--- src/rtl/arith_pkg.sv ---
`default_nettype none
// ============================================================================
// Module   : arith_pkg
// Purpose  : Shared op/state encodings, counter width and latency helper
//            for the arith_issue block.
// Revision : 1.0
// ============================================================================
package arith_pkg;

    localparam int          c_CNT_W       = 5;
    localparam logic [31:0] c_DIVZ_RESULT = 32'hFFFF_FFFF;

    typedef enum logic [1:0] {
        OP_ADD  = 2'b00,
        OP_MUL  = 2'b01,
        OP_DIV  = 2'b10,
        OP_PASS = 2'b11
    } op_e;

    typedef enum logic [1:0] {
        ST_IDLE = 2'd0,
        ST_BUSY = 2'd1,
        ST_DONE = 2'd2
    } state_e;

    // Counter preload for an op: its latency minus one (pass-A is single-cycle).
    function automatic logic [c_CNT_W-1:0] lat_load(input op_e op, input int add_lat,
                                                    input int mul_lat, input int div_lat);
        int lat;
        case (op)
            OP_ADD:  lat = add_lat;
            OP_MUL:  lat = mul_lat;
            OP_DIV:  lat = div_lat;
            default: lat = 1;
        endcase
        return c_CNT_W'(lat - 1);
    endfunction

endpackage
`default_nettype wire

--- src/rtl/arith_issue_ctrl.sv ---
`default_nettype none
// ============================================================================
// Module   : arith_issue_ctrl
// Purpose  : IDLE/BUSY/DONE sequencer and latency counter for arith_issue.
// Revision : 1.0
// ============================================================================
module arith_issue_ctrl
    import arith_pkg::*;
#(
    parameter int ADD_LAT = 1,
    parameter int MUL_LAT = 2,
    parameter int DIV_LAT = 8
) (
    input  logic       phi,
    input  logic       rst_n,
    input  logic       in_valid,
    input  logic [1:0] in_op,
    input  logic       divz_req,
    input  logic       out_ready,
    output logic       in_ready,
    output logic       out_valid,
    output logic       accept,
    output logic       direct,
    output logic       divz_hit,
    output logic       capture
);

    state_e               r_state;
    logic [c_CNT_W-1:0]   r_cnt;
    logic                 r_in_ready;
    logic                 r_out_valid;
    logic [c_CNT_W-1:0]   w_load;

    assign w_load    = lat_load(op_e'(in_op), ADD_LAT, MUL_LAT, DIV_LAT);
    assign in_ready  = r_in_ready;
    assign out_valid = r_out_valid;
    assign accept    = in_valid & r_in_ready;
    assign divz_hit  = accept & divz_req;
    assign direct    = accept & ~divz_req & (w_load == '0);
    // Counter holds remaining cycles; the last BUSY cycle is when it reads 1.
    assign capture   = (r_state == ST_BUSY) && (r_cnt == c_CNT_W'(1));

    always_ff @(posedge phi or negedge rst_n) begin
        if (!rst_n) begin
            r_state     <= ST_IDLE;
            r_cnt       <= '0;
            r_in_ready  <= 1'b1;
            r_out_valid <= 1'b0;
        end else begin
            case (r_state)
                ST_IDLE: begin
                    if (accept) begin
                        r_in_ready <= 1'b0;
                        if (divz_req || (w_load == '0)) begin
                            r_state     <= ST_DONE;
                            r_out_valid <= 1'b1;
                        end else begin
                            r_state <= ST_BUSY;
                            r_cnt   <= w_load;
                        end
                    end
                end
                ST_BUSY: begin
                    r_cnt <= r_cnt - c_CNT_W'(1);
                    if (capture) begin
                        r_state     <= ST_DONE;
                        r_out_valid <= 1'b1;
                    end
                end
                ST_DONE: begin
                    if (out_ready) begin
                        r_state     <= ST_IDLE;
                        r_out_valid <= 1'b0;
                        r_in_ready  <= 1'b1;
                    end
                end
                default: begin
                    r_state     <= ST_IDLE;
                    r_cnt       <= '0;
                    r_in_ready  <= 1'b1;
                    r_out_valid <= 1'b0;
                end
            endcase
        end
    end

endmodule
`default_nettype wire

--- src/rtl/arith_issue.sv ---
`default_nettype none
// ============================================================================
// Module   : arith_issue
// Purpose  : Single-issue add/mul/div/pass unit with per-op fixed latency.
//            Optional macro ARITH_DIVZERO_CHECK_EN flags divide-by-zero.
// Revision : 1.0
// ============================================================================
module arith_issue
    import arith_pkg::*;
#(
    parameter int ADD_LAT = 1,
    parameter int MUL_LAT = 2,
    parameter int DIV_LAT = 8
) (
    input  logic        phi,
    input  logic        rst_n,
    input  logic        in_valid,
    output logic        in_ready,
    input  logic [1:0]  in_op,
    input  logic [31:0] in_a,
    input  logic [31:0] in_b,
    output logic        out_valid,
    input  logic        out_ready,
    output logic [31:0] out_data,
    output logic        out_err
);

    op_e         r_op;
    logic [31:0] r_a;
    logic [31:0] r_b;
    logic [31:0] r_out_data;
    logic        r_bypass;

    logic        w_accept;
    logic        w_direct;
    logic        w_divz_hit;
    logic        w_capture;
    logic        w_divz_req;
    logic [31:0] w_adder32;
    logic [31:0] w_mult32;
    logic [31:0] w_div32;
    logic [31:0] w_result;

    arith_issue_ctrl #(
        .ADD_LAT (ADD_LAT),
        .MUL_LAT (MUL_LAT),
        .DIV_LAT (DIV_LAT)
    ) u_ctrl (
        .phi       (phi),
        .rst_n     (rst_n),
        .in_valid  (in_valid),
        .in_op     (in_op),
        .divz_req  (w_divz_req),
        .out_ready (out_ready),
        .in_ready  (in_ready),
        .out_valid (out_valid),
        .accept    (w_accept),
        .direct    (w_direct),
        .divz_hit  (w_divz_hit),
        .capture   (w_capture)
    );

    // Arithmetic units see only the operand registers, so they settle over
    // the whole BUSY window as a multicycle path.
    assign w_adder32 = r_a + r_b;
    assign w_mult32  = r_a * r_b;
    assign w_div32   = r_a / r_b;

    always_comb begin
        w_result = r_a;
        case (r_op)
            OP_ADD:  w_result = w_adder32;
            OP_MUL:  w_result = w_mult32;
            OP_DIV:  w_result = w_div32;
            default: w_result = r_a;
        endcase
    end

    // Single-cycle ops go straight to DONE, so their result is shown live
    // from the (now frozen) operand registers instead of a captured copy.
    assign out_data = r_bypass ? w_result : r_out_data;

    always_ff @(posedge phi or negedge rst_n) begin
        if (!rst_n) begin
            r_op       <= OP_ADD;
            r_a        <= '0;
            r_b        <= '0;
            r_out_data <= '0;
            r_bypass   <= 1'b0;
        end else begin
            if (w_accept) begin
                r_op     <= op_e'(in_op);
                r_a      <= in_a;
                r_b      <= in_b;
                r_bypass <= w_direct;
            end
            if (w_divz_hit) begin
                r_out_data <= c_DIVZ_RESULT;
            end else if (w_capture) begin
                r_out_data <= w_result;
            end
        end
    end

`ifdef ARITH_DIVZERO_CHECK_EN
    logic r_err;

    assign w_divz_req = (in_op == OP_DIV) && (in_b == '0);
    assign out_err    = r_err;

    always_ff @(posedge phi or negedge rst_n) begin
        if (!rst_n) begin
            r_err <= 1'b0;
        end else if (w_accept) begin
            r_err <= w_divz_hit;
        end
    end
`else
    assign w_divz_req = 1'b0;
    assign out_err    = 1'b0;
`endif

endmodule
`default_nettype wire

--- config.mk ---
export PLATFORM = sky130hd
export DESIGN_NAME = arith_issue
export DESIGN_NICKNAME = d
export VERILOG_FILES = /design/src/rtl/arith_pkg.sv /design/src/rtl/arith_issue_ctrl.sv /design/src/rtl/arith_issue.sv
export SDC_FILE = /design/constraint.sdc
export NUM_CORES = 2
export LEC_CHECK = 0
export CAP_MARGIN = 20
export CORE_MARGIN = 2
export CORE_UTILIZATION = 55
export DETAILED_ROUTE_END_ITERATION = 6
export HOLD_SLACK_MARGIN = 0.1
export MAX_ROUTING_LAYER = met4
export PLACE_DENSITY = 0.82
export SETUP_SLACK_MARGIN = 0.5
export SYNTH_ARGS = -nofsm -noshare
export SYNTH_HDL_FRONTEND = slang
export SYNTH_SLANG_ARGS = --single-unit
--- constraint.sdc ---
create_clock -name phi -period 124.1 [get_ports phi]
set_input_delay 18.615 -clock phi [delete_from_list [all_inputs] [get_ports phi]]
set_output_delay 18.615 -clock phi [all_outputs]
set_load 0.05 [all_outputs]
# Word-level counts from Yosys, hierarchy flattened
# Cells that the tools add are included.
[totals] register_bits=108 output_inout_bits=35
[op_classes] n_eq_ne=12 n_bitwise=4 n_mul=1 div_mod_pow=1 reduce_logical=8 muxes=19 n_addsub=3
[ops] op="case mux 32 bit (3 select lines)" n=1
[ops] op="adder 32 bit" n=1
[ops] op="divider 32 x 32 -> 32 bit" n=1
[ops] op="multiplier 32 x 32 -> 32 bit" n=1
[ops] op="two-way mux 32 bit" n=1
[ops] op="case mux 5 bit (3 select lines)" n=1
[ops] op="two-way mux 5 bit" n=2
[ops] op="AND reduction 3 bit" n=3
[ops] op="two-way mux 2 bit" n=4
[ops] op="case mux 4 bit (2 select lines)" n=1
[ops] op="equality test 2 x 1 -> 1 bit, second input constant" n=3
[ops] op="equality test 2 bit, second input constant" n=3
[ops] op="two-way mux 1 bit" n=6
[ops] op="inequality test 2 x 1 -> 1 bit, second input constant" n=3
[ops] op="case mux 1 bit (3 select lines)" n=2
[ops] op="case mux 2 bit (3 select lines)" n=1
[ops] op="equality test 5 x 1 -> 1 bit, second input constant" n=1
[ops] op="zero test 5 bit" n=1
[ops] op="subtractor 4 x 1 -> 5 bit, second input constant" n=1
[ops] op="subtractor 5 x 1 -> 5 bit, second input constant" n=1
[ops] op="zero test 2 bit" n=2
[ops] op="inequality test 2 bit, second input constant" n=2
[ops] op="AND reduction 4 bit" n=1
[ops] op="bitwise AND 1 bit" n=2
[ops] op="other kinds (2)" n=3

# Depth between registers and ports, before layout
[depth] word_depth=7 ltp_mapped=346 depth_no_buf=309

# Modules after synthesis
# From an unflattened synthesis, not the netlist that was laid out.
[hier_totals] cells_unflattened=7028 hier_area_um2=52151.3
[by_module_without_submodules] module="arith_issue" seq_area_each_um2=2477.4 area_each_um2=51526.9 n_inst=1 cells_per_inst=6964
[by_module_without_submodules] module="arith_issue_ctrl" seq_area_each_um2=226.5 area_each_um2=624.3 n_inst=1 cells_per_inst=64

# Worst setup path before layout
# Ideal clock, no wire load.
[synth_timing] path_type="register to output" from="reg r_b[30]" to="out out_data[0]" required_time_ps=105485 t_arrival_ps=70606 stages_incl_launch_ff=310 setup_slack_ps=34879 path_cell_list="dfrtp_1 nor4_4 and3_1 buf_2 nand2_1 clkbuf_1 nor3_1 a21oi_1 ha_1 o21ai_0 a2111oi_0 a31oi_1 a31oi_1 ha_1 and2_1 o311ai_0 nor3_1 a311oi_1 (+274 left out) o21ai_1 clkbuf_1 nand2_1 o21ai_0 ha_1 a21o_1 a21o_1 a21o_1 a21o_1 a21o_1 a211oi_1 o21bai_1 a21oi_1 o21ai_0 nand2_1 a31oi_1 o41a_1 mux2_2"
[synth_between] elab_chain_len=3
[synth_rtl] item="start, declared" line_no="arith_issue.sv:30" rtl="logic [31:0] r_b;"
[synth_rtl] item="start signal, assigned" line_no="arith_issue.sv:94" rtl="r_b <= in_b;"
[synth_rtl] item="divider 32 x 32 -> 32 bit" line_no="arith_issue.sv:67" rtl="assign w_div32 = r_a / r_b;"
[synth_rtl] item="case mux 32 bit (3 select lines)" line_no="arith_issue.sv:71" rtl="case (r_op)"
[synth_rtl] item="two-way mux 32 bit" line_no="arith_issue.sv:81" rtl="assign out_data = r_bypass ? w_result : r_out_data;"
[synth_rtl] item="end, declared" line_no="arith_issue.sv:24" rtl="output logic [31:0] out_data,"
# No other way between the ends.

# Final worst setup path
# Same ends and word-level chain as after synthesis.

==> results by group <==
Logic synthesis
  • Primary FF master, synth: dfrtp_1
  • Syn Nets: ~8000
  • Post-synth top cells: nand2_1, ha_1, inv_1, nor2_1, a21oi_1
  • Mapped cell area: between 0.05 and 0.06 mm2
  • Simple-Gate Fraction of Synth Area: between 15 and 20%
  • Most common cell in the synthesized netlist: nand2_1
  • Ys Warns: 0
  • Post-synth EDFFs: 0
  • Synth top area share: between 15 and 20%
  • Top cells by area, synth: ha_1, fa_1, nand2_1
  • Mux share of post-synthesis cell area: under 10%
  • Largest family of logic cells by synthesized area: adder cells
  • Ys async rst share: 100%
  • Flops & latches, synth: roughly 110
  • Post-synthesis xor/xnor area fraction: 7.68%
  • Mean Syn Cell Area: between 7 and 8 um2
  • Post-Syn Instances: between 6000 and 7000
  • Synth Area in Compound Gates: 21.6%
  • Post-Synth Adder-Cell Area: 32.6%
  • Cell taking the most area after synthesis: ha_1
  • Post-synth cell types: 93
  • Post-synthesis sequential area ratio: between 5 and 6%

Cells and area
  • Layout cell share with drive strength beyond 1: between 7 and 8%
  • Final net count: 7945
  • Reg area: about 0.0027 mm2
  • Area taken by multi-input logic gates: about 0.045 mm2
  • Area grow syn2layout: 5.99%
  • # fillers: between 8000 and 9000

Run status
  • Status: complete, but fails checks
  • Violated checks: design-rule violations

Global route
  • Largest net degree at the start of global routing: 59
  • GRT overflow: 0
  • All-Layer GR Usage: between 40% and 50%
  • Initial antenna violation count: 20
  • Global-route wire length before repair: ~340 mm
  • Vias in the first global route: 52700

Clock tree
  • Post-CTS Hold Fix Bufs: 0
  • Clock latency on the worst-skew pair: around 430 ps
  • CTS resizes: 0
  • H-tree depth: 3
  • CTS root buf: clkbuf_16
  • CTS tree: yes
  • Clock transition at path regs: between 100 and 150 ps
  • Clk sink count: 108
  • Clk buf depth: 2
  • Total CTS buffers: 9
  • Postcts setup bufs: 0

Route
  • DRC violations left: 1
  • Number of vias per cell: just under 7
  • Via count: approximately 55000
  • DRT Pass-1 Iters: 7
  • DRT iter0 DRCs: about 7500
  • WL/cell: around 29 um
  • Routed wire length: 231 mm
  • Final ANT Viol Nets: 0

Die
  • I/O Pins: 105
  • Total core area: 0.0932 mm2
  • Die H: around 310 um
  • Die area: between 0.09 and 0.1 mm2
  • Die outline width: 310 um
  • Row Count: around 110
  • Effective utilization at floorplan: about 55%

Timing
  • Endpoints failing hold: 0
  • Final Max Tran Viols: 0
  • Setup violations, final: 0
  • Final Cycle Share: roughly 87%
  • Worst-Margin Slew: 1280 ps
  • Fin Clk Skew: 26.9 ps
  • Slew headroom: 14.4%
  • RSZ-0062 raised after global routing: false
  • Setup TNS Final: 0 ps
  • Final Worst Setup Slack: roughly 16000 ps
  • Max Clock Freq: slightly above 9 MHz
  • Final min period: 107930 ps

Placement
  • IO Port Bufs: 103
  • DP HPWL: around 180 mm
  • Routability cong.: 1.12
  • DP Worst Slack: about 20000 ps

Worst setup path
  • Startpoint types: flop
  • Cell at the slowest stage of the critical path: a211oi_1
  • CP dominant cell by count: ha_1
  • Data required time of the critical path: roughly 110000 ps
  • Critical Path Fanout Max: 36
  • Crit Path Category: reg2out
  • WP data arrival: between 80000 and 90000 ps
  • Crit end category: output pin
  • CP peak stage delay: 1080 ps

Worst hold path
  • Hold Path Class: reg2reg

Flow run
  • Max Cap Viol: 0
[final cells by class]
class / instances / share of cell area [%]
Antenna cell: 16 / 0.0731
Clock buffer: 9 / 0.411
Clock inverter: 7 / 0.167
Inverter: 683 / 4.68
Multi-Input combinational cell: 5721 / 82.9
Sequential cell: 108 / 4.95
Tap cell: 1254 / 2.87
Timing Repair Buffer: 252 / 3.96
[worst max-delay path, delay by kind of cell (launching register included)]
family	cells	cell delay [ps]
AO/OA/AOI/OAI	156	48970
adder cells (fa/ha/maj)	31	10170
buffers and inverters	23	5000
flip-flops	1	520
multiplexers	9	3420
AND/OR/NAND/NOR	75	20540
[registers in the layout, summed over array words and instances, names as in the netlist]
name	count
u_ctrl.out_valid	1
u_ctrl.r_state	2
r_bypass	1
u_ctrl.in_ready	1
r_a	32
u_ctrl.r_cnt	5
r_op	2
r_b	32
r_out_data	32
[per-layer routing]
layer	routed length [um]	GRT usage (%)
met1	88300	62.0
met2	94300	69.0
met3	32700	14.4
met4	15900	27.6
met5	0	-
[metrics by stage]
| step | instance area, um2 | util [%] | hold WS [ps] | cells |
|---|---|---|---|---|
| 2_1_floorplan | 51700 | - | 450 | 6792 |
| 3_5_place_dp | 54400 | 58.3 | 473 | 8016 |
| 6_report | 54700 | 58.7 | 486 | 8050 |
| 3_3_place_gp | 54300 | 58.3 | 462 | 8012 |
| 4_1_cts | 54700 | 58.7 | 495 | 8032 |
| 5_1_grt | 54700 | 58.7 | 509 | 8049 |
[path summary, 6_finish.rpt]
check                           cells after the start             end           start  slack [ps]
worst max-delay path                              294     out_data[0]         r_b[30]       16170
worst min-delay path                                2  r_out_data[25]  r_out_data[25]         490
worst max register to register                    293   r_out_data[0]         r_b[30]       35840
worst min register to register                      2  r_out_data[25]  r_out_data[25]         490
max in group asynchronous                           2        r_bypass           rst_n      104350
min in group asynchronous                           1  r_out_data[20]           rst_n       18270
[cell usage in the layout (no fill, tap or decap), types with 178 or more instances in the layout]
| master | n |
|---|---|
| a21o_1 | 178 |
| o21ai_0 | 308 |
| ha_1 | 691 |
| inv_1 | 676 |
| a21oi_1 | 425 |
| nor2_1 | 534 |
| nand2_1 | 832 |
| mux2_2 | 195 |
| xnor2_1 | 289 |
| fa_1 | 409 |
[logic make-up after synthesis]
family | count (synthesis)
mux | 258
compound gates | 1687
flops | 108
xor+xnor | 453
fa+ha+maj | 1100
buf+inv | 963
other cells | 1
simple gates | 2222
Power is not shown: default switching activity piles up to over one toggle a cycle in this logic, so the estimate is an artifact.
